==> src/rtl/cacheline_burst_adapter.sv <==
// Cache-line to DRAM burst adapter.
//
// Accepts one whole-line read or write from the cache's physical-memory port.
// Each request becomes a fixed-length burst of narrow beats on the DRAM side.
// One line-level response is returned when the burst is complete.
//
// Ports:
//   clk_i, rst_ni      clock; asynchronous active-low reset
//   line_address_i     cache line address (offset bits ignored)
//   line_wdata_i       full line to write
//   line_read_i        cache read request, held until line_resp_o
//   line_write_i       cache write request, held until line_resp_o
//   line_rdata_o       assembled read line, valid while line_resp_o is high
//   line_resp_o        one-cycle completion pulse
//   burst_address_o    line-aligned DRAM address
//   burst_wdata_o      current write beat
//   burst_rdata_i      current read beat
//   burst_read_o       DRAM read request, held for the whole burst
//   burst_write_o      DRAM write request, held for the whole burst
//   burst_resp_i       DRAM beat strobe, one per transferred beat
module cacheline_burst_adapter #(
    parameter int unsigned LineW  = 256,
    parameter int unsigned BurstW = 64,
    parameter int unsigned AddrW  = 32
) (
    input  logic              clk_i,
    input  logic              rst_ni,
    input  logic [AddrW-1:0]  line_address_i,
    input  logic [LineW-1:0]  line_wdata_i,
    input  logic              line_read_i,
    input  logic              line_write_i,
    output logic [LineW-1:0]  line_rdata_o,
    output logic              line_resp_o,
    output logic [AddrW-1:0]  burst_address_o,
    output logic [BurstW-1:0] burst_wdata_o,
    input  logic [BurstW-1:0] burst_rdata_i,
    output logic              burst_read_o,
    output logic              burst_write_o,
    input  logic              burst_resp_i
);

    localparam int unsigned Beats  = LineW / BurstW;
    localparam int unsigned Offset = $clog2(LineW / 8);
    localparam int unsigned CntW   = (Beats > 1) ? $clog2(Beats) : 1;
    localparam logic [AddrW-1:0] OffMask = AddrW'((64'd1 << Offset) - 64'd1);
    localparam logic [CntW-1:0]  LastBeat = CntW'(Beats - 1);

    typedef enum logic [1:0] {StIdle, StRd, StWr, StDone} state_e;

    state_e            state_q, state_d;
    logic [CntW-1:0]   count_q, count_d;
    logic [AddrW-1:0]  addr_q, addr_d;
    logic [LineW-1:0]  wdata_q, wdata_d;
    logic [LineW-1:0]  rdata_q, rdata_d;

    always_ff @(posedge clk_i or negedge rst_ni) begin
        if (!rst_ni) begin
            state_q <= StIdle;
            count_q <= '0;
            addr_q  <= '0;
            wdata_q <= '0;
            rdata_q <= '0;
        end else begin
            state_q <= state_d;
            count_q <= count_d;
            addr_q  <= addr_d;
            wdata_q <= wdata_d;
            rdata_q <= rdata_d;
        end
    end

    always_comb begin
        state_d = state_q;
        count_d = count_q;
        addr_d  = addr_q;
        wdata_d = wdata_q;
        rdata_d = rdata_q;
        unique case (state_q)
            StIdle: begin
                // Read has priority when both requests are raised together.
                if (line_read_i) begin
                    addr_d  = line_address_i & ~OffMask;
                    count_d = '0;
                    state_d = StRd;
                end else if (line_write_i) begin
                    addr_d  = line_address_i & ~OffMask;
                    wdata_d = line_wdata_i;
                    count_d = '0;
                    state_d = StWr;
                end
            end
            StRd: begin
                if (burst_resp_i) begin
                    rdata_d[count_q*BurstW +: BurstW] = burst_rdata_i;
                    // Count stays at the last beat; it is cleared on the next accept.
                    if (count_q == LastBeat) begin
                        state_d = StDone;
                    end else begin
                        count_d = count_q + 1'b1;
                    end
                end
            end
            StWr: begin
                if (burst_resp_i) begin
                    if (count_q == LastBeat) begin
                        state_d = StDone;
                    end else begin
                        count_d = count_q + 1'b1;
                    end
                end
            end
            StDone: begin
                // Requests still held by the cache here are ignored.
                state_d = StIdle;
            end
            default: state_d = StIdle;
        endcase
    end

    always_comb begin
        line_resp_o     = 1'b0;
        burst_read_o    = 1'b0;
        burst_write_o   = 1'b0;
        burst_address_o = '0;
        burst_wdata_o   = '0;
        unique case (state_q)
            StRd: begin
                burst_read_o    = 1'b1;
                burst_address_o = addr_q;
            end
            StWr: begin
                burst_write_o   = 1'b1;
                burst_address_o = addr_q;
                burst_wdata_o   = wdata_q[count_q*BurstW +: BurstW];
            end
            StDone: line_resp_o = 1'b1;
            default: ;
        endcase
    end

    assign line_rdata_o = rdata_q;

endmodule

==> config.mk <==
export PLATFORM = sky130hd
export DESIGN_NAME = cacheline_burst_adapter
export DESIGN_NICKNAME = d
export VERILOG_FILES = /design/src/rtl/cacheline_burst_adapter.sv
export SDC_FILE = /design/constraint.sdc
export NUM_CORES = 1
export LEC_CHECK = 0
export ABC_AREA = 1
export CELL_PAD_IN_SITES_DETAIL_PLACEMENT = 1
export CELL_PAD_IN_SITES_GLOBAL_PLACEMENT = 1
export CORE_MARGIN = 1
export CORE_UTILIZATION = 30
export DETAILED_ROUTE_END_ITERATION = 16
export PLACE_DENSITY_LB_ADDON = 0.1
export RECOVER_POWER = 25
export SYNTH_ARGS = -nofsm -noshare
export SYNTH_HDL_FRONTEND = slang
export SYNTH_SLANG_ARGS = --single-unit
==> constraint.sdc <==
create_clock -name clk_i -period 2.09 [get_ports clk_i]
set_input_delay 0.209 -clock clk_i [delete_from_list [all_inputs] [get_ports clk_i]]
set_output_delay 0.209 -clock clk_i [all_outputs]
set_load 0.01 [all_outputs]
; Word level (Yosys, flattened, before mapping)
; Index checks and enable logic that the tools add are counted.
[totals]
input_bits = 357
word_cells = 46
output_inout_bits = 355
ff_bits = 548
[classes]
addsub = 2
eq_ne = 8
mux = 18
shift = 3
bitwise = 1
n_reduce_logical = 9
[op_table]
columns = op, n
row1 = 256-bit bitwise mux, 1
row2 = 64-bit by 34-bit variable shift with 256-bit output (first input constant), 1
row3 = 256-bit by 9-bit indexed part select with 64-bit output, 1
row4 = 64-bit by 34-bit indexed part select with 256-bit output, 1
row5 = 32-bit two-way mux, 3
row6 = 64-bit two-way mux, 1
row7 = 8-bit negator with 34-bit output, 1
row8 = 2-bit two-way mux, 8
row9 = 2-bit equality test (second input constant), 3
row10 = 2-bit case mux with 3 select lines, 1
row11 = 3-bit AND reduction, 2
row12 = 2-bit by 1-bit != test with 1-bit output (second input constant), 2
row13 = 2-bit case mux with 2 select lines, 1
row14 = 2-bit AND reduction, 2
row15 = 4-bit AND reduction, 1
row16 = 2-bit nonzero test, 2
row17 = 1-bit two-way mux, 3
row18 = 3-bit != test (second input constant), 1
row19 = 2-bit by 1-bit adder with 2-bit output (second input constant), 1
row20 = 2-bit by 1-bit equality test with 1-bit output (second input constant), 1
row21 = 2-bit zero test, 1
row22 = 2-bit != test (second input constant), 1
row23 = 2-bit OR reduction, 1
row24 = 1-bit NOT, 1

; Logic depth before layout (Yosys ltp)
; Gate-level depths: netlist of the first run.
[depth]
ltp_word = 4
depth_mapped = 11
mapped_depth_nobuf = 8

; Worst setup path before layout of the first run
; No wires, ideal clock.
[synth_path]
path_kind = flip-flop to flip-flop
from = register count_q[0]
to = register rdata_q[195], in the netlist line_rdata_o[195]
setup_time_ns = 0.083
stages_incl_launch_ff = 9
path_buffers = 3
t_arrival_ns = 1.842
period_less_slack_ns = 1.924
setup_slack_ns = 0.166
t_required_ns = 2.007
cell_sequence = dfrtp_1 buf_4 inv_2 clkbuf_1 ha_1 nor2_1 nand3_4 clkbuf_1 o21ai_0
[synth_via]
elab_chain_cells = 3
elab_cells_between_ends = 4
classes_between = 1 x add/sub / 2 x shift / 1 x mux
[synth_lines]
columns = element, line_no
row1 = "start, declared", 51  ; logic [CntW-1:0] count_q, count_d;
row2 = "start signal, assigned", 65  ; count_q <= count_d;
row3 = 8-bit negator with 34-bit output (*), 94  ; rdata_d[count_q*BurstW +: BurstW] = burst_rdata_i;
row4 = 64-bit by 34-bit indexed part select with 256-bit output / 64-bit by 34-bit variable shift with 256-bit output (equally long branches), 94
row5 = 256-bit bitwise mux (*), 94
row6 = "end signal, assigned", 68  ; rdata_q <= rdata_d;
row7 = "end, declared", 54  ; logic [LineW-1:0] rdata_q, rdata_d;
; Every way passes the cells marked *; elsewhere a longest branch is shown, timed or not.
; A chain may end at the register's enable or synchronous reset.

; Worst setup path after layout of the first run
[layout_path]
from = register count_q[0]
to = output port burst_wdata_o[59]
[layout_via]
elab_chain_cells = 2
[layout_lines]
columns = element, line_no
row1 = 256-bit by 9-bit indexed part select with 64-bit output, 134  ; burst_wdata_o = wdata_q[count_q*BurstW +: BurstW];
row2 = 64-bit two-way mux, 126  ; unique case (state_q)
row3 = "end, declared", 35  ; output logic [BurstW-1:0] burst_wdata_o,
; Every way passes these cells.

==> results of run 1 <==
## registers in the layout (all words and copies together) (netlist names)
register      count
line_rdata_o    256
wdata_q         256
addr_q           27
count_q           2
state_q           2
## placed cells by master (no fill, tap or decap), drive strengths merged
master	count
a21oi	256
buf	268
bufbuf	2
bufinv	4
clkbuf	120
clkdlybuf4s50	606
clkinv	16
conb	5
dfrtp	543
diode	16
dlygate4sd2	3
dlygate4sd3	1
dlymetal6s4s	1
ha	9
inv	387
nand2	716
nand3	70
nand4	4
nor2	391
o21ai	412
## what timing repair did
item                                    in CTS  in global routing
pin swaps                                   78                128
hold endpoints to repair                   363                  0
endpoints found under the setup margin     138                351
hold buffers                                 1                  0
cloned                                      29                 22
gates resized for setup                    605                382
setup buffers                               28                 29
## synth_stat cells (all sizes together)
| cell | n |
|---|---|
| nand2 | 716 |
| dfrtp | 543 |
| o21ai | 412 |
| nor2 | 391 |
| inv | 389 |
| a21oi | 256 |
| buf | 139 |
| nand3 | 70 |
| clkbuf | 58 |
| ha | 9 |
| nand4 | 4 |
| clkinv | 1 |
| conb | 1 |
## per-stage QoR
stage	util (%)	std cells	hold WS [ns]	TNS, ns
floorplan	-	2993	-0.0866	0
global placement	40.8	4656	0.0964	-0.336
detailed placement	40.8	4656	0.0985	-0.124
CTS	45.5	4831	0.0289	-29.20
global route	47.8	4887	0.156	-91.44
finish	47.8	4890	0.163	-17.07
## layout make-up
type	count	share of cell area, %
Inverter	390	3.97
Multi-Input combinational cell	1863	25.2
Timing Repair Buffer	901	26.3
Antenna cell	16	0.104
Clock buffer	100	5.12
Clock inverter	17	0.607
Tap cell	1060	3.44
Sequential cell	543	35.3
## cells by family (layout without fill, tap and decap cells)
| group | after synthesis | after routing | synth area share (%) |
|---|---|---|---|
| and+or+nand+nor | 1181 | 1181 | 19.0 |
| AOI/OAI and AO/OA | 668 | 668 | 14.0 |
| other | 1 | 21 | 0.0154 |
| DFF | 543 | 543 | 55.7 |
| buffers and inverters | 587 | 1408 | 10.9 |
| adders and majority gates | 9 | 9 | 0.462 |
## per-layer routing
metal	wire length, um	global-route usage, %	up-vias
li1	-	-	10800
met1	44200	30.5	11800
met5	115	0	-
met2	55700	42.9	644
met4	3360	8.16	18
met3	5980	5.34	178
## where the power goes
part	switching, mW	internal [mW]	total (mW)
clock	4.78	7.04	11.8
sequential	1.52	13.8	15.4
combinational	13.0	10.1	23.1
## tightest hold or removal path, delay by kind of cell
kind / cells / cell delay, ns
buf+inv: 2 / 0.44
compound gates: 1 / 0.07
## how the worst max path moves through the flow
| stage | endpoint | slack, ns | cells after the start |
|---|---|---|---|
| finish | burst_wdata_o[59] | -0.24 | 8 |
| global route | burst_wdata_o[0] | -0.32 | 9 |
| CTS | burst_wdata_o[0] | -0.30 | 9 |
| detailed placement | burst_wdata_o[63] | -0.04 | 6 |
| global placement | burst_wdata_o[31] | -0.09 | 6 |
| floorplan | line_rdata_o[195] | 0.17 | 8 |
==> impl_results.rst, run 1 <==
.. list-table::
   :header-rows: 1

   * - Metric
     - Value
   * - Outcome
     - complete, but fails checks
   * - Violations in the final reports
     - max-capacitance violations, max-slew violations, negative setup slack
   * - Power Dens Cells
     - 1300 nW/um^2
   * - Slowest Stage Delay on Critical Path
     - 0.50 ns
   * - Sequential Area
     - between 10000 and 15000 um^2
   * - Cell chain of the critical path
     - buf_12, buf_4, buf_16, nand2_4, nand3_2, a21oi_2, buf_4, buf_6
   * - # H-tree levels
     - 3
   * - Worst-case headroom to the max-slew limit
     - -10.1%
   * - Number of global-route vias before repair
     - 24700
   * - Tcrit/Tclk final
     - 111%
   * - Depth of the most critical reg-to-reg path
     - 9
   * - Max frequency
     - around 0.43 GHz
   * - Count of endpoints failing hold in the final timing report
     - 0
   * - Data arrival at the endpoint of the critical path
     - 2.12 ns
   * - Synth top area share
     - between 50% and 60%
   * - Largest vdd supply drop
     - 646 uV
   * - Final non-filler cell area
     - 38500 um^2
   * - Layout fillers
     - 9207
   * - Initial Utilization
     - 30.3%
   * - Required time reported for the critical path endpoint
     - 1.88 ns
   * - Worst clock skew on the final layout
     - 0.0224 ns
   * - Clk pin slew, worst setup/hold paths
     - 0.06 ns
   * - Number of I/O port buffers
     - 701
   * - Maximum number of pins on one net before global-route repair
     - 129
   * - Top cell family by delay on the critical path
     - buffers and inverters
   * - TritonCTS buffer count
     - 66
   * - Placed standard-cell area
     - around 33000 um^2
   * - Minimum setup slack after placement
     - -0.0388 ns
   * - Detailed-router iteration count before antenna repair
     - 7
   * - Kind of end point of the critical path
     - primary output
   * - Sink of the worst hold path
     - wdata_q[166]
   * - Sinks on the clock net
     - 543
   * - Layout cells sized above 1
     - 20.1%
   * - Number of antenna violations at the first check in global routing
     - 27
   * - Final setup violation count
     - 197
   * - Seq/Total Area, Yosys
     - between 50% and 60%
   * - Final GP Congestion
     - 0.838
   * - Clock tree from TritonCTS
     - done
   * - Yosys synthesis warning count
     - 0
   * - Die Y
     - 287 um
   * - Multi-input gate area
     - slightly below 10000 um^2
   * - Gate count of the mapped netlist
     - ~3000
   * - Shortest clock period the worst path allows after layout
     - 2.33 ns
   * - Worst reg2reg path endpoint
     - line_rdata_o[218]
   * - LEAKAGE
     - between 15 and 20 nW
   * - DIE AREA
     - 82500 um^2
   * - Antenna Violating Nets Remaining
     - 0
   * - Final Routed Wirelength
     - 109000 um
   * - Die width
     - 287 um
   * - Remaining routing DRC violations
     - 0
   * - Class of the worst hold path
     - in2reg
   * - Setup crit start kind
     - flip-flop
   * - Power Total
     - between 50 and 60 mW
   * - R2R setup slack
     - -0.11 ns
   * - Top post-synthesis cells by area
     - sky130_fd_sc_hd__dfrtp_1 56%, sky130_fd_sc_hd__nand2_1 11%, sky130_fd_sc_hd__o21ai_0 6.7%
   * - Number of max-slew violations in the final report
     - 25
   * - Gr ovfl total
     - 0
   * - Worst path most repeated cell
     - sky130_fd_sc_hd__buf_4
   * - Placeable Area
     - 80500 um^2
   * - Avg Inst Size Synth
     - 8.16 um^2
   * - Slack of the critical path
     - -0.238 ns
   * - Root Driver
     - sky130_fd_sc_hd__clkbuf_16
   * - Maximum clock path buffer count
     - 3
   * - Wire length per cell
     - 22.4 um
   * - Count of standard-cell rows
     - roughly 100
   * - Worst reg2reg path startpoint
     - count_q[0]
   * - Number of I/O pins
     - roughly 700
   * - Number of cells traversed by the worst hold path
     - 3
   * - Area added between synthesis and finish
     - 57.9%
   * - Number of design-rule violations left by the first detailed-router iteration
     - ~1300
   * - GRT Resource Usage Total
     - 24.8%
   * - Worst setup startpoint
     - count_q[0]
   * - DP HPWL
     - a little under 70000 um
   * - Cell with the largest stage delay on the worst path
     - sky130_fd_sc_hd__dfrtp_4
   * - Maximum capacitance violations
     - 1
   * - Global-route wire length before repair
     - 155000 um
   * - Insertion delay to the later sink of the worst-skew pair
     - roughly 0.60 ns
   * - Number of nets in the final layout
     - 4131
   * - Number of distinct library cells after synthesis
     - 24
   * - Launch instance of the worst min-delay path
     - line_wdata_i[166]
   * - RSZ-0062 raised after global routing
     - yes
   * - Buf+Inv Stages, Crit Path
     - 5
   * - CP Class
     - reg2out
   * - Overall via count from detail_route
     - roughly 24000
   * - Slew at the pin with the worst max-slew slack
     - 1.65 ns
   * - CP Max Fanout
     - 8
   * - Post-synthesis register bit count
     - approximately 540
   * - Mean number of vias per cell
     - 4.81
   * - Netlist area before placement
     - about 24000 um^2
   * - Cell accounting for the most synthesized area
     - sky130_fd_sc_hd__dfrtp_1
Power figures use the tool's default switching activity.
==> run 2, diff against run 1 <==
--- a/config.mk
+++ b/config.mk
@@ -11,6 +11,7 @@
 export CORE_MARGIN = 1
 export CORE_UTILIZATION = 30
 export DETAILED_ROUTE_END_ITERATION = 16
+export GPL_TIMING_DRIVEN = 0
 export PLACE_DENSITY_LB_ADDON = 0.1
 export RECOVER_POWER = 25
 export SYNTH_ARGS = -nofsm -noshare
==> constraint.sdc (replaced) <==
create_clock -name clk_i -period 3 [get_ports clk_i]
set_input_delay 0.3 -clock clk_i [delete_from_list [all_inputs] [get_ports clk_i]]
set_output_delay 0.3 -clock clk_i [all_outputs]
set_load 0.01 [all_outputs]
==> run 2 against run 1 <==
The flow finishes with violations (max-capacitance violations, max-slew violations). Clock power fell by 31%. Via count fell by 3.9%. Global-route usage fell by 0.26 points. Combinational power fell by 49%. Critical endpoint is now burst_wdata_o[3]. Wire length fell by 6.9%. Flip-flop and latch count did not move. Non-clock buffer count rose by 4. First-iteration DRC count fell by 16%. Register-to-register slack improved by 0.51 ns. Count of clock-buffer cells in the layout rose by 3. Setup slack improved by 0.32 ns.
==> impl_results.rst, run 2 (synthesized netlist as in run 1, its figures left out) <==
.. list-table::
   :header-rows: 1

   * - Metric
     - Value
   * - Largest vdd supply drop
     - 397 uV
   * - Number of I/O port buffers
     - 701
   * - Root Driver
     - sky130_fd_sc_hd__clkbuf_16
   * - Clock tree from TritonCTS
     - done
   * - Maximum capacitance violations
     - 1
   * - Slowest Stage Delay on Critical Path
     - around 0.60 ns
   * - Worst-case headroom to the max-slew limit
     - -5.81%
   * - Cell with the largest stage delay on the worst path
     - sky130_fd_sc_hd__clkdlybuf4s50_1
   * - # H-tree levels
     - 3
   * - Maximum number of pins on one net before global-route repair
     - 112
   * - Final GP Congestion
     - 0.826
   * - Area added between synthesis and finish
     - 44.4%
   * - Global-route wire length before repair
     - 152000 um
   * - Depth of the most critical reg-to-reg path
     - 8
   * - Remaining routing DRC violations
     - 0
   * - Layout fillers
     - 9671
   * - Die Y
     - 287 um
   * - Smallest hold slack
     - 0.248 ns
   * - TritonCTS buffer count
     - just under 70
   * - Overall via count from detail_route
     - 22600
   * - Mean number of vias per cell
     - 4.63
   * - LEAKAGE
     - between 15 and 20 nW
   * - Maximum clock path buffer count
     - 3
   * - GRT Resource Usage Total
     - 24.5%
   * - Most common library cell in the layout ignoring fill and taps
     - sky130_fd_sc_hd__nand2_1
   * - Count of endpoints failing hold in the final timing report
     - 0
   * - Required time reported for the critical path endpoint
     - about 2.7 ns
   * - Class of the worst hold path
     - in2reg
   * - Power Dens Cells
     - 861 nW/um^2
   * - Worst reg2reg path endpoint
     - line_rdata_o[105]
   * - Kind of end point of the critical path
     - primary output
   * - Number of I/O pins
     - 712
   * - Gr ovfl total
     - 0
   * - Cell chain of the critical path
     - inv_1, buf_6, buf_4, nand3_1, a21oi_1, clkdlybuf4s50_1
   * - DP HPWL
     - 78000 um
   * - Tcrit/Tclk final
     - 97.1%
   * - Shortest clock period the worst path allows after layout
     - 2.91 ns
   * - Slew at the pin with the worst max-slew slack
     - roughly 1.6 ns
   * - Violations in the final reports
     - max-capacitance violations, max-slew violations
   * - Most frequent cells in the layout
     - 713 x sky130_fd_sc_hd__nand2_1, 670 x sky130_fd_sc_hd__clkdlybuf4s50_1, 542 x sky130_fd_sc_hd__dfrtp_1, 388 x sky130_fd_sc_hd__nor2_1, 384 x sky130_fd_sc_hd__inv_1
   * - Final setup violation count
     - 0
   * - Minimum setup slack after placement
     - 0.0545 ns
   * - Placeable Area
     - 80500 um^2
   * - Layout cells sized above 1
     - under 10%
   * - Wire length per cell
     - around 21 um
   * - Number of design-rule violations left by the first detailed-router iteration
     - 1060
   * - Slack of the critical path
     - 0.0858 ns
   * - Launch instance of the worst min-delay path
     - line_address_i[7]
   * - R2R setup slack
     - 0.40 ns
   * - Worst clock skew on the final layout
     - 0.0168 ns
   * - Final Routed Wirelength
     - 102000 um
   * - DIE AREA
     - a little over 80000 um^2
   * - CP Max Fanout
     - 10
   * - Share of the core filled with cells in the final layout
     - 43.7%
   * - Number of antenna violations at the first check in global routing
     - 35
   * - Initial Utilization
     - a little under a third
   * - Number of global-route vias before repair
     - between 20000 and 25000
   * - Worst reg2reg path startpoint
     - count_q[1]
   * - Number of max-slew violations in the final report
     - 20
   * - Die width
     - between 200 and 300 um
   * - Insertion delay to the later sink of the worst-skew pair
     - roughly 0.6 ns
   * - Clk pin slew, worst setup/hold paths
     - 0.06 ns
   * - Setup crit start kind
     - flip-flop
   * - Number of cells traversed by the worst hold path
     - 3
   * - Detailed-router iteration count before antenna repair
     - 5
   * - Outcome
     - complete, but fails checks
   * - Sinks on the clock net
     - 543
   * - Power Total
     - 30.4 mW
   * - Antenna Violating Nets Remaining
     - 0
   * - Sink of the worst hold path
     - addr_q[7]
   * - Data arrival at the endpoint of the critical path
     - roughly 2.6 ns
   * - Max frequency
     - 0.343 GHz
   * - CP Class
     - reg2out
   * - Number of nets in the final layout
     - approximately 4100
   * - Count of standard-cell rows
     - 104
[run 2: cell types whose count changed in the layout (fill, tap and decap cells not counted), sizes merged, moves of 7 or more]
cell	change
diode	-9
buf	-127
dlygate4sd2	+7
clkdlybuf4s50	+64
clkbuf	+46
dlymetal6s2s	+20
clkinv	-8
[run 2: what timing repair did]
item	4_1_cts	5_1_grt
setup buffers	0	1
hold buffers	1	0
gates resized for setup	49	34
endpoints found under the hold margin	215	0
endpoints found under the setup margin	84	47
[run 2: through the flow]
stage | setup TNS [ns] | cell area (um^2) | std cells
6_report | 0 | 35200 | 4882
5_1_grt | -0.00123 | 35200 | 4882
3_3_place_gp | - | 32800 | 4754
2_1_floorplan | 0 | 24400 | 2993
4_1_cts | -0.0415 | 35200 | 4874
3_5_place_dp | 0 | 32900 | 4759
[run 2: how the worst max path moves through the flow]
stage / slack [ns] / depth (start not counted) / from / endpoint
after global placement: -24.85 / 1 / rst_ni / wdata_q[104]
after floorplan: 1.08 / 8 / count_q[0] / line_rdata_o[195]
after CTS: -0.02 / 8 / count_q[0] / burst_wdata_o[6]
after detailed placement: 0.05 / 8 / count_q[1] / line_rdata_o[105]
after global routing: -0.001 / 7 / count_q[0] / burst_wdata_o[40]
final: 0.09 / 6 / count_q[1] / burst_wdata_o[3]
[run 2: area by class of cell]
cell class	count	area [um^2]	share of cell area [%]
well taps	1060	1330	3.76
multi-input cells	1863	8200	23.3
clock inverters	11	180	0.511
clock buffers	103	1980	5.63
diodes	7	17.5	0.0497
repair buffers	708	7190	20.4
inverters	390	1470	4.16
flip-flops and latches	543	13600	38.6
plain buffers	197	1280	3.65
[run 2: layer usage]
metal,vias up,GRT usage (%),part of all wire (%)
met5,-,0,0.26
met4,44,7.38,2.7
met3,167,6.10,6.2
met2,537,43.2,50
met1,11000,29.3,40
li1,10800,-,-
[run 2: where the power goes]
group / internal (mW) / switching (mW) / total, mW / leakage [nW]
sequential: 9.63 / 0.902 / 10.5 / 6.79
clock: 4.75 / 3.40 / 8.15 / 1.05
combinational: 4.62 / 7.05 / 11.7 / 9.54
total: 19.0 / 11.3 / 30.4 / 17.4
[run 2: critical path, delay by kind of cell, from the launching register on]
kind	cells	cell delay, ns
buffers and inverters	4	1.19
flip-flops	1	0.44
AO/OA/AOI/OAI	1	0.27
AND/OR/NAND/NOR	1	0.10
==> run 3, diff against run 2 <==
--- a/config.mk
+++ b/config.mk
@@ -6,6 +6,7 @@
 export NUM_CORES = 1
 export LEC_CHECK = 0
 export ABC_AREA = 1
+export CAP_MARGIN = 30
 export CELL_PAD_IN_SITES_DETAIL_PLACEMENT = 1
 export CELL_PAD_IN_SITES_GLOBAL_PLACEMENT = 1
 export CORE_MARGIN = 1
==> results of run 3 <==
Same layout as run 2: the final DEF is identical, and so are final timing and power.
